--- config.mk ---
export PLATFORM = sky130hd
export DESIGN_NAME = mode_counter_flat
export DESIGN_NICKNAME = d
export VERILOG_FILES = /design/src/rtl/counter_pkg.sv /design/src/rtl/mode_counter_if.sv /design/src/rtl/mode_counter.sv /design/src/flat_wrapper.sv
export SDC_FILE = /design/constraint.sdc
export NUM_CORES = 1
export LEC_CHECK = 0
export ABC_CLOCK_PERIOD_IN_PS = 4600
export CAP_MARGIN = 20
export CORE_UTILIZATION = 54
export CTS_BUF_LIST = sky130_fd_sc_hd__clkbuf_4 sky130_fd_sc_hd__clkbuf_8
export CTS_CLUSTER_SIZE = 30
export DETAILED_ROUTE_END_ITERATION = 16
export MAX_ROUTING_LAYER = met4
export PLACE_DENSITY = 0.87
export RECOVER_POWER = 50
export REMOVE_ABC_BUFFERS = 1
export SLEW_MARGIN = 20
export SYNTH_ARGS = -nofsm -noshare
export SYNTH_HDL_FRONTEND = slang
export SYNTH_SLANG_ARGS = --single-unit
--- constraint.sdc ---
create_clock -name clk -period 4.6 [get_ports clk]
set_input_delay 0.92 -clock clk [delete_from_list [all_inputs] [get_ports clk]]
set_output_delay 0.92 -clock clk [all_outputs]
set_load 0.01 [all_outputs]
--- src/rtl/counter_pkg.sv ---
// rtl/counter_pkg.sv - shared mode and FSM state definitions for mode_counter
package counter_pkg;

    localparam logic [1:0] MODE_SAT     = 2'd0;
    localparam logic [1:0] MODE_WRAP    = 2'd1;
    localparam logic [1:0] MODE_ONESHOT = 2'd2;

    typedef enum logic {
        ST_IDLE = 1'b0,
        ST_RUN  = 1'b1
    } state_t;

endpackage

--- src/rtl/mode_counter_if.sv ---
// rtl/mode_counter_if.sv - control and status bundle for mode_counter
interface mode_counter_if #(
    parameter int W = 3
);
    logic         en;
    logic         clr;
    logic         load;
    logic [W-1:0] load_val;
    logic         up;
    logic [W-1:0] limit;
    logic [1:0]   mode;
    logic         start;
    logic [W-1:0] count;
    logic         done;
    logic         wrap;
    logic         busy;
    logic         finish;

    modport master (
        output en, clr, load, load_val, up, limit, mode, start,
        input  count, done, wrap, busy, finish
    );

    modport slave (
        input  en, clr, load, load_val, up, limit, mode, start,
        output count, done, wrap, busy, finish
    );
endinterface

--- src/rtl/mode_counter.sv ---
// rtl/mode_counter.sv - W-bit up/down counter with saturate, wrap and one-shot modes
module mode_counter
    import counter_pkg::*;
#(
    parameter int W          = 3,
    parameter int CLAMP_LOAD = 1
) (
    input  logic           clk,
    input  logic           rst,
    mode_counter_if.slave  bus
);

    localparam logic [W-1:0] ONE = {{(W-1){1'b0}}, 1'b1};

    logic [W-1:0] r_count;
    state_t       r_state;
    logic         r_wrap;
    logic         r_finish;

    logic [W-1:0] w_count_nxt;
    state_t       w_state_nxt;
    logic         w_wrap_nxt;
    logic         w_finish_nxt;
    logic [W-1:0] w_term;
    logic         w_oneshot;

    assign w_term    = bus.up ? bus.limit : '0;
    assign w_oneshot = (bus.mode == MODE_ONESHOT);

    // Next count, next FSM state and pulse flags; priority clr > load > start > step.
    // The increment is only taken while count < limit, so it can never overflow W bits.
    always_comb begin
        w_count_nxt  = r_count;
        w_state_nxt  = r_state;
        w_wrap_nxt   = 1'b0;
        w_finish_nxt = 1'b0;
        if (!w_oneshot) begin
            w_state_nxt = ST_IDLE;
        end
        if (bus.clr) begin
            w_count_nxt = '0;
            w_state_nxt = ST_IDLE;
        end else if (bus.load) begin
            if ((CLAMP_LOAD != 0) && (bus.load_val > bus.limit)) begin
                w_count_nxt = bus.limit;
            end else begin
                w_count_nxt = bus.load_val;
            end
        end else if (w_oneshot && (r_state == ST_IDLE)) begin
            if (bus.start) begin
                w_state_nxt = ST_RUN;
                w_count_nxt = bus.up ? '0 : bus.limit;
            end
        end else if (bus.en) begin
            if (w_oneshot && (r_count == w_term)) begin
                w_state_nxt  = ST_IDLE;
                w_finish_nxt = 1'b1;
            end else if (bus.up) begin
                if (r_count < bus.limit) begin
                    w_count_nxt = r_count + ONE;
                end else if (bus.mode == MODE_WRAP) begin
                    w_count_nxt = '0;
                    w_wrap_nxt  = 1'b1;
                end else begin
                    w_count_nxt = bus.limit;
                end
            end else begin
                if (r_count != '0) begin
                    w_count_nxt = r_count - ONE;
                end else if (bus.mode == MODE_WRAP) begin
                    w_count_nxt = bus.limit;
                    w_wrap_nxt  = 1'b1;
                end
            end
        end
    end

    // Count and single-cycle pulse registers.
    always_ff @(posedge clk or negedge rst) begin
        if (!rst) begin
            r_count  <= '0;
            r_wrap   <= 1'b0;
            r_finish <= 1'b0;
        end else begin
            r_count  <= w_count_nxt;
            r_wrap   <= w_wrap_nxt;
            r_finish <= w_finish_nxt;
        end
    end

    // One-shot FSM state register.
    always_ff @(posedge clk or negedge rst) begin
        if (!rst) begin
            r_state <= ST_IDLE;
        end else begin
            r_state <= w_state_nxt;
        end
    end

    assign bus.count  = r_count;
    assign bus.done   = (r_count == w_term);
    assign bus.wrap   = r_wrap;
    assign bus.busy   = (r_state == ST_RUN);
    assign bus.finish = r_finish;

endmodule
--- src/flat_wrapper.sv ---
// flat-port wrapper written by rule: the top's interface ports become plain ports
module mode_counter_flat import counter_pkg::*;
#(
    parameter int W          = 3,
    parameter int CLAMP_LOAD = 1
)
  (clk, rst, bus_en, bus_clr, bus_load, bus_load_val, bus_up, bus_limit, bus_mode, bus_start, bus_count, bus_done, bus_wrap, bus_busy, bus_finish);
  mode_counter_if #(.W(W)) bus_i ();
  input  logic clk;
  input  logic rst;
  input wire logic [$bits(bus_i.en)-1:0] bus_en;
  input wire logic [$bits(bus_i.clr)-1:0] bus_clr;
  input wire logic [$bits(bus_i.load)-1:0] bus_load;
  input wire logic [$bits(bus_i.load_val)-1:0] bus_load_val;
  input wire logic [$bits(bus_i.up)-1:0] bus_up;
  input wire logic [$bits(bus_i.limit)-1:0] bus_limit;
  input wire logic [$bits(bus_i.mode)-1:0] bus_mode;
  input wire logic [$bits(bus_i.start)-1:0] bus_start;
  output wire logic [$bits(bus_i.count)-1:0] bus_count;
  output wire logic [$bits(bus_i.done)-1:0] bus_done;
  output wire logic [$bits(bus_i.wrap)-1:0] bus_wrap;
  output wire logic [$bits(bus_i.busy)-1:0] bus_busy;
  output wire logic [$bits(bus_i.finish)-1:0] bus_finish;
  assign bus_i.en = bus_en;
  assign bus_i.clr = bus_clr;
  assign bus_i.load = bus_load;
  assign bus_i.load_val = bus_load_val;
  assign bus_i.up = bus_up;
  assign bus_i.limit = bus_limit;
  assign bus_i.mode = bus_mode;
  assign bus_i.start = bus_start;
  assign bus_count = bus_i.count;
  assign bus_done = bus_i.done;
  assign bus_wrap = bus_i.wrap;
  assign bus_busy = bus_i.busy;
  assign bus_finish = bus_i.finish;
  mode_counter #(.W(W), .CLAMP_LOAD(CLAMP_LOAD)) u_core (.clk(clk), .rst(rst), .bus(bus_i));
endmodule
==> results.py, run 1 <==
metrics = {
    "placement": {
        "dp_hpwl_um": 1749,
        "port_buffers": 21,
        "routabilityCongestion": 0.9539,
        "placed_cells": 139,
    },
    "clocking": {
        "cts_setup_buffers": 0,
        "cts.sinks": 6,
        "clkLatencyLatePin_ns": 0.24,
        "clkTransAtPathRegs_ns": 0.04,
        "cts_tree": "built",
        "root_buffer": "clkbuf_4",
        "cts_resized": 0,
        "htree_levels": 1,
        "cts_buffer_depth": 2,
        "numCtsBuffers": 3,
        "cts_hold_buf": 0,
    },
    "critical_path": {
        "worst_setup_path_end_kind": "output pin",
        "arrival_ns": 2.74,
        "crit_path_max_fanout": 11,
        "critical_path_required_ns": 3.68,
        "rr_startpoint": "u_core.bus.count[2]",
        "setup.worst_path.start": "bus_up",
        "r2r_cells": 6,
        "crit_type": "input pin to output pin",
        "timing.rr.end": "u_core.bus.count[0]",
        "rrSetupSlack_ns": 2.51,
        "critPathLaunchType": "input pin",
    },
    "die": {
        "core_um2": 1383,
        "dieHeight_um": 41.64,
        "start_util": 0.6136,
        "io-pin-count": 22,
        "die_w_um": 41.64,
        "rows": 13,
        "dieArea_um2": 1733,
    },
    "hold_path": {
        "holdPathEnd": "u_core.bus.busy",
        "hold_start": "u_core.bus.busy",
        "hold_path_class": "flip-flop to flip-flop",
        "hold-path-cell-count": 2,
    },
    "logic_synthesis": {
        "yosysSeqAreaShare": 0.1770,
        "synth_async_sr_flop_share": 1.000,
        "ys.flop_type": "dfrtp_1",
        "ys_ff_latch": 6,
        "synth_area_leader_cell": "dfrtp_1",
        "synth_edf_count": 0,
        "syn_area_um2": 848.3,
        "syn_inst": 107,
        "syn_area_per_cell_um2": 7.928,
        "ys_top_cells_by_area": "dfrtp_1 (18%), ha_1 (12%), mux2i_1 (7.1%), o41ai_2 (5.8%), nand2_1 (5.3%)",
        "synth_top_area_frac": 0.1770,
        "ys_types": 34,
        "synth_commonest_cells": "nand2_1 (12), inv_1 (10), ha_1 (8)",
        "yosysWarnings": 0,
        "yosys.cell_count.top_type": "nand2_1",
    },
    "routing": {
        "drt_iter0_markers": 24,
        "wl_per_cell_um": 15.06,
        "vias": 876,
        "drcViolationCount": 0,
        "antenna_left": 0,
        "wirelength_um": 2139,
        "drtPass1Iterations": 4,
        "viasPerCell": 6.169,
    },
    "timing": {
        "final_max_slew_viol_count": 0,
        "final.min_clock_period_ns": 3.658,
        "clock_skew_ns": 0.002772,
        "final-hold-violation-count": 0,
        "setup_tns_ns": 0,
        "max-slew-margin-rel": 0.6357,
        "final.period_utilization": 0.7952,
        "hold_slack_ns": 0.6625,
        "max_freq_ghz": 0.2734,
        "setup_viol_count_final": 0,
        "worst_slew_pin_slew_ns": 0.5453,
        "rsz0062_at_grt": "no",
    },
    "global_route": {
        "grt.overflow.total": 0,
        "grt.total_usage": 0.2845,
        "antenna_found_initial": 0,
        "grt_pass1_wl_um": 3788,
        "grt_max_degree": 13,
        "grt_pass1_vias": 851,
    },
    "finish": {
        "final_cells": 142,
        "num-nets-final": 152,
        "area_growth_syn_to_layout_pct": 27.43,
        "fin_util": 0.7819,
        "drive_gt1_frac": 0.07087,
        "seq_area_um2": 150.1,
        "multi_input_area_um2": 641.9,
        "num-fill-cells": 111,
        "diodes": 0,
    },
    "job": {
        "cap_violations": 0,
    },
    "power": {
        "vdd_drop_max_uv": 152.5,
        "power_density_nw_per_um2": 220.6,
        "cellLeakagePower_nw": 0.4906,
    },
    "status": {
        "outcome": "completed",
    },
}
## worst max path at each step
| stage | end | slack, ns |
|---|---|---|
| 5_1_grt | bus_done | 0.82 |
| 3_3_place_gp | bus_done | 1.0 |
| 6_report | bus_done | 0.94 |
| 4_1_cts | bus_done | 0.94 |
| 2_1_floorplan | bus_done | 2.18 |
| 3_5_place_dp | bus_done | 0.95 |
## critical path, cell delays in order
cell and delay, ns:
clkdlybuf4s50_1 0.68, o21ai_0 0.15, and3_1 0.23, o21ai_1 0.23
inv_1 0.06, clkdlybuf4s50_1 0.47
## cell families after synthesis
logic type,after synthesis,share of synthesized area
flops,6,0.1770
buf+inv,14,0.06637
mux,6,0.07080
xor+xnor,3,0.03098
compound gates,32,0.3068
fa+ha+maj,8,0.1180
simple gates,38,0.2301
## power by group
group          internal [mW]  switching (mW)  total, mW
clock                 0.0294          0.0172     0.0466
sequential            0.0570          0.0104     0.0674
combinational         0.0610          0.0634      0.124
## state kept, by name, indices dropped and copies added, names as in the netlist
name,count
u_core.bus.count,3
u_core.bus.wrap,1
u_core.bus.finish,1
u_core.bus.busy,1
## placed cells by master, fill, tap and decap left out, types with 5 or more instances in the layout
| cell | Yosys | layout |
|---|---|---|
| clkdlybuf4s50_1 | 0 | 17 |
| dfrtp_1 | 6 | 6 |
| ha_1 | 8 | 8 |
| inv_1 | 10 | 10 |
| mux2i_1 | 6 | 6 |
| nand2_1 | 12 | 12 |
| nand2b_1 | 5 | 5 |
| nor2_1 | 6 | 6 |
| o21ai_0 | 5 | 5 |
## cell type report
| type | instances | area share |
|---|---|---|
| clock buffers | 3 | 0.02083 |
| repair buffers | 21 | 0.1944 |
| well taps | 15 | 0.01736 |
| inverters | 10 | 0.03472 |
| flip-flops and latches | 6 | 0.1389 |
| multi-input cells | 87 | 0.5937 |
## metrics by stage
stage	instance area (um2)	total power [mW]	worst slack, ns
2_1_floorplan	829.5	0.1443	2.179
3_3_place_gp	1059	0.1883	0.9980
3_5_place_dp	1059	0.1918	0.9452
4_1_cts	1081	0.2409	0.9383
5_1_grt	1081	0.2582	0.8191
6_report	1081	0.2385	0.9423
## metal layers
layer | global-route usage | wire, um | part of all wire | up-vias
li1 | - | - | - | 428
met1 | 0.3760 | 915 | 0.43 | 404
met2 | 0.4531 | 1050 | 0.49 | 42
met3 | 0.02174 | 157 | 0.073 | 2
met4 | 0.1097 | 15 | 0.0070 | 0
met5 | - | 0 | 0 | -
(Power assumes the default switching activity.)
==> run 2: changes to the inputs <==
--- a/config.mk
+++ b/config.mk
@@ -5,14 +5,14 @@
 export SDC_FILE = /design/constraint.sdc
 export NUM_CORES = 1
 export LEC_CHECK = 0
-export ABC_CLOCK_PERIOD_IN_PS = 4600
+export ABC_CLOCK_PERIOD_IN_PS = 3830
 export CAP_MARGIN = 20
-export CORE_UTILIZATION = 54
+export CORE_UTILIZATION = 50
 export CTS_BUF_LIST = sky130_fd_sc_hd__clkbuf_4 sky130_fd_sc_hd__clkbuf_8
 export CTS_CLUSTER_SIZE = 30
 export DETAILED_ROUTE_END_ITERATION = 16
 export MAX_ROUTING_LAYER = met4
-export PLACE_DENSITY = 0.87
+export PLACE_DENSITY = 0.82
 export RECOVER_POWER = 50
 export REMOVE_ABC_BUFFERS = 1
 export SLEW_MARGIN = 20
==> constraint.sdc (replaced) <==
create_clock -name clk -period 3.83 [get_ports clk]
set_input_delay 0.766 -clock clk [delete_from_list [all_inputs] [get_ports clk]]
set_output_delay 0.766 -clock clk [all_outputs]
set_load 0.01 [all_outputs]
==> run 2 against run 1 <==
Net effect: critical path depth stayed put; combinational power grew 20%; final cell count increased by 0.70%; global-route usage down 2.9 points; via count is 0.80% lower; core utilization down 8.0 points; register-to-register slack got worse by 0.78 ns; sequential power rose by 20%; critical path type unchanged; critical endpoint unchanged.
==> results.py, run 2 (same netlist as run 1, synthesis figures left out) <==
metrics = {
    "timing": {
        "max_freq_ghz": 0.2970,
        "final-hold-violation-count": 0,
        "final.min_clock_period_ns": 3.367,
        "worst_slew_pin_slew_ns": 0.5400,
        "hold_slack_ns": 0.6534,
        "setup_viol_count_final": 0,
        "final_max_slew_viol_count": 0,
        "max-slew-margin-rel": 0.6392,
        "final.period_utilization": 0.8791,
        "rsz0062_at_grt": "no",
        "setup_tns_ns": 0,
        "setup_ws_ns": 0.4631,
        "clock_skew_ns": 0.0002567,
    },
    "finish": {
        "largest_reg_flops": 3,
        "num-fill-cells": 125,
        "layout_commonest_cell": "clkdlybuf4s50_1",
        "final_cell_mix": "clkdlybuf4s50_1 (17), nand2_1 (12), inv_1 (10)",
        "area_growth_syn_to_layout_pct": 27.58,
        "drive_gt1_frac": 0.07087,
        "diodes": 0,
        "fin_util": 0.7021,
        "num-nets-final": 152,
    },
    "global_route": {
        "grt_max_degree": 13,
        "grt.total_usage": 0.2554,
        "grt_pass1_vias": 819,
        "grt_pass1_wl_um": 3491,
        "antenna_found_initial": 0,
        "grt.overflow.total": 0,
    },
    "placement": {
        "dp_slack_ns": 0.4844,
        "dp_hpwl_um": 1687,
        "routabilityCongestion": 0.9017,
        "port_buffers": 21,
    },
    "hold_path": {
        "hold-path-cell-count": 3,
        "hold_path_class": "flip-flop to flip-flop",
    },
    "clocking": {
        "cts_setup_buffers": 0,
        "clkLatencyLatePin_ns": 0.23,
        "cts_hold_buf": 0,
        "cts_buffer_depth": 2,
        "root_buffer": "clkbuf_4",
        "cts.sinks": 6,
        "clkTransAtPathRegs_ns": 0.04,
        "numCtsBuffers": 3,
        "cts_resized": 0,
        "cts_tree": "built",
        "htree_levels": 1,
    },
    "die": {
        "dieHeight_um": 43.19,
        "die_w_um": 43.19,
        "io-pin-count": 22,
        "core_um2": 1541,
        "start_util": 0.5503,
        "dieArea_um2": 1865,
        "rows": 14,
    },
    "critical_path": {
        "r2r_cells": 6,
        "critical_path_required_ns": 3.06,
        "worst_setup_path_end_kind": "output pin",
        "arrival_ns": 2.60,
        "crit_type": "input pin to output pin",
        "crit_path_max_fanout": 11,
        "critPathLaunchType": "input pin",
    },
    "status": {
        "outcome": "completed",
    },
    "routing": {
        "drtPass1Iterations": 4,
        "viasPerCell": 6.077,
        "antenna_left": 0,
        "wirelength_um": 2056,
        "drt_iter0_markers": 34,
        "drcViolationCount": 0,
        "vias": 869,
        "wl_per_cell_um": 14.38,
    },
    "job": {
        "cap_violations": 0,
    },
    "power": {
        "vdd_drop_max_uv": 205.1,
        "power_density_nw_per_um2": 261.6,
        "cellLeakagePower_nw": 0.4906,
    },
}
[run 2: cell counts in the layout (fill, tap and decap cells not counted)]
Identical to the previous run, type by type.
[run 2: worst paths after layout]
path / startpoint / to / slack, ns
worst max-delay path: bus_up / bus_done / 0.46
worst min-delay path: u_core.bus.busy / u_core.bus.busy / 0.65
worst max register to register: u_core.bus.count[2] / u_core.bus.count[1] / 1.73
worst min register to register: u_core.bus.busy / u_core.bus.busy / 0.65
max in group asynchronous: rst / u_core.bus.count[1] / 2.80
min in group asynchronous: rst / u_core.bus.busy / 0.83
[run 2: final cells by class]
cell class / instances / area, um2 / area share
flip-flops and latches: 6 / 150.1 / 0.1387
clock buffers: 3 / 22.52 / 0.02081
inverters: 10 / 37.54 / 0.03468
well taps: 16 / 20.02 / 0.01850
multi-input cells: 87 / 641.9 / 0.5931
repair buffers: 21 / 210.2 / 0.1942
[run 2: critical path, cell delays in order]
cell and delay [ns]:
clkdlybuf4s50_1 0.69, nand2_1 0.11, xor2_1 0.27, o21ai_1 0.16, inv_1 0.08, clkdlybuf4s50_1 0.53
[run 2: stage by stage]
step | cell area, um2 | total power, mW | instances
after floorplan | 829.5 | 0.1733 | 103
after global placement | 1060 | 0.2265 | 140
after detailed placement | 1060 | 0.2299 | 140
after CTS | 1082 | 0.2874 | 143
after global routing | 1082 | 0.3087 | 143
final | 1082 | 0.2831 | 143
[run 2: power by group]
group / internal, mW / switching (mW) / leakage, nW
clock network: 0.0351 / 0.0185 / 0.0138
logic: 0.0728 / 0.0759 / 0.396
registers: 0.0685 / 0.0123 / 0.0804
total: 0.176 / 0.107 / 0.491
[run 2: per-layer routing]
metal,vias up,global-route usage,part of all wire
li1,430,-,-
met4,0,0.1394,0.0068
met3,2,0.03830,0.053
met2,29,0.3910,0.50
met5,-,-,0
met1,408,0.3202,0.44
==> run 3: changes to the inputs <==
--- a/config.mk
+++ b/config.mk
@@ -15,6 +15,7 @@
 export PLACE_DENSITY = 0.82
 export RECOVER_POWER = 50
 export REMOVE_ABC_BUFFERS = 1
+export SKIP_CTS_REPAIR_TIMING = 1
 export SLEW_MARGIN = 20
 export SYNTH_ARGS = -nofsm -noshare
 export SYNTH_HDL_FRONTEND = slang
==> results of run 3 <==
Same layout as run 2: the final DEF is identical, and so are final timing and power.
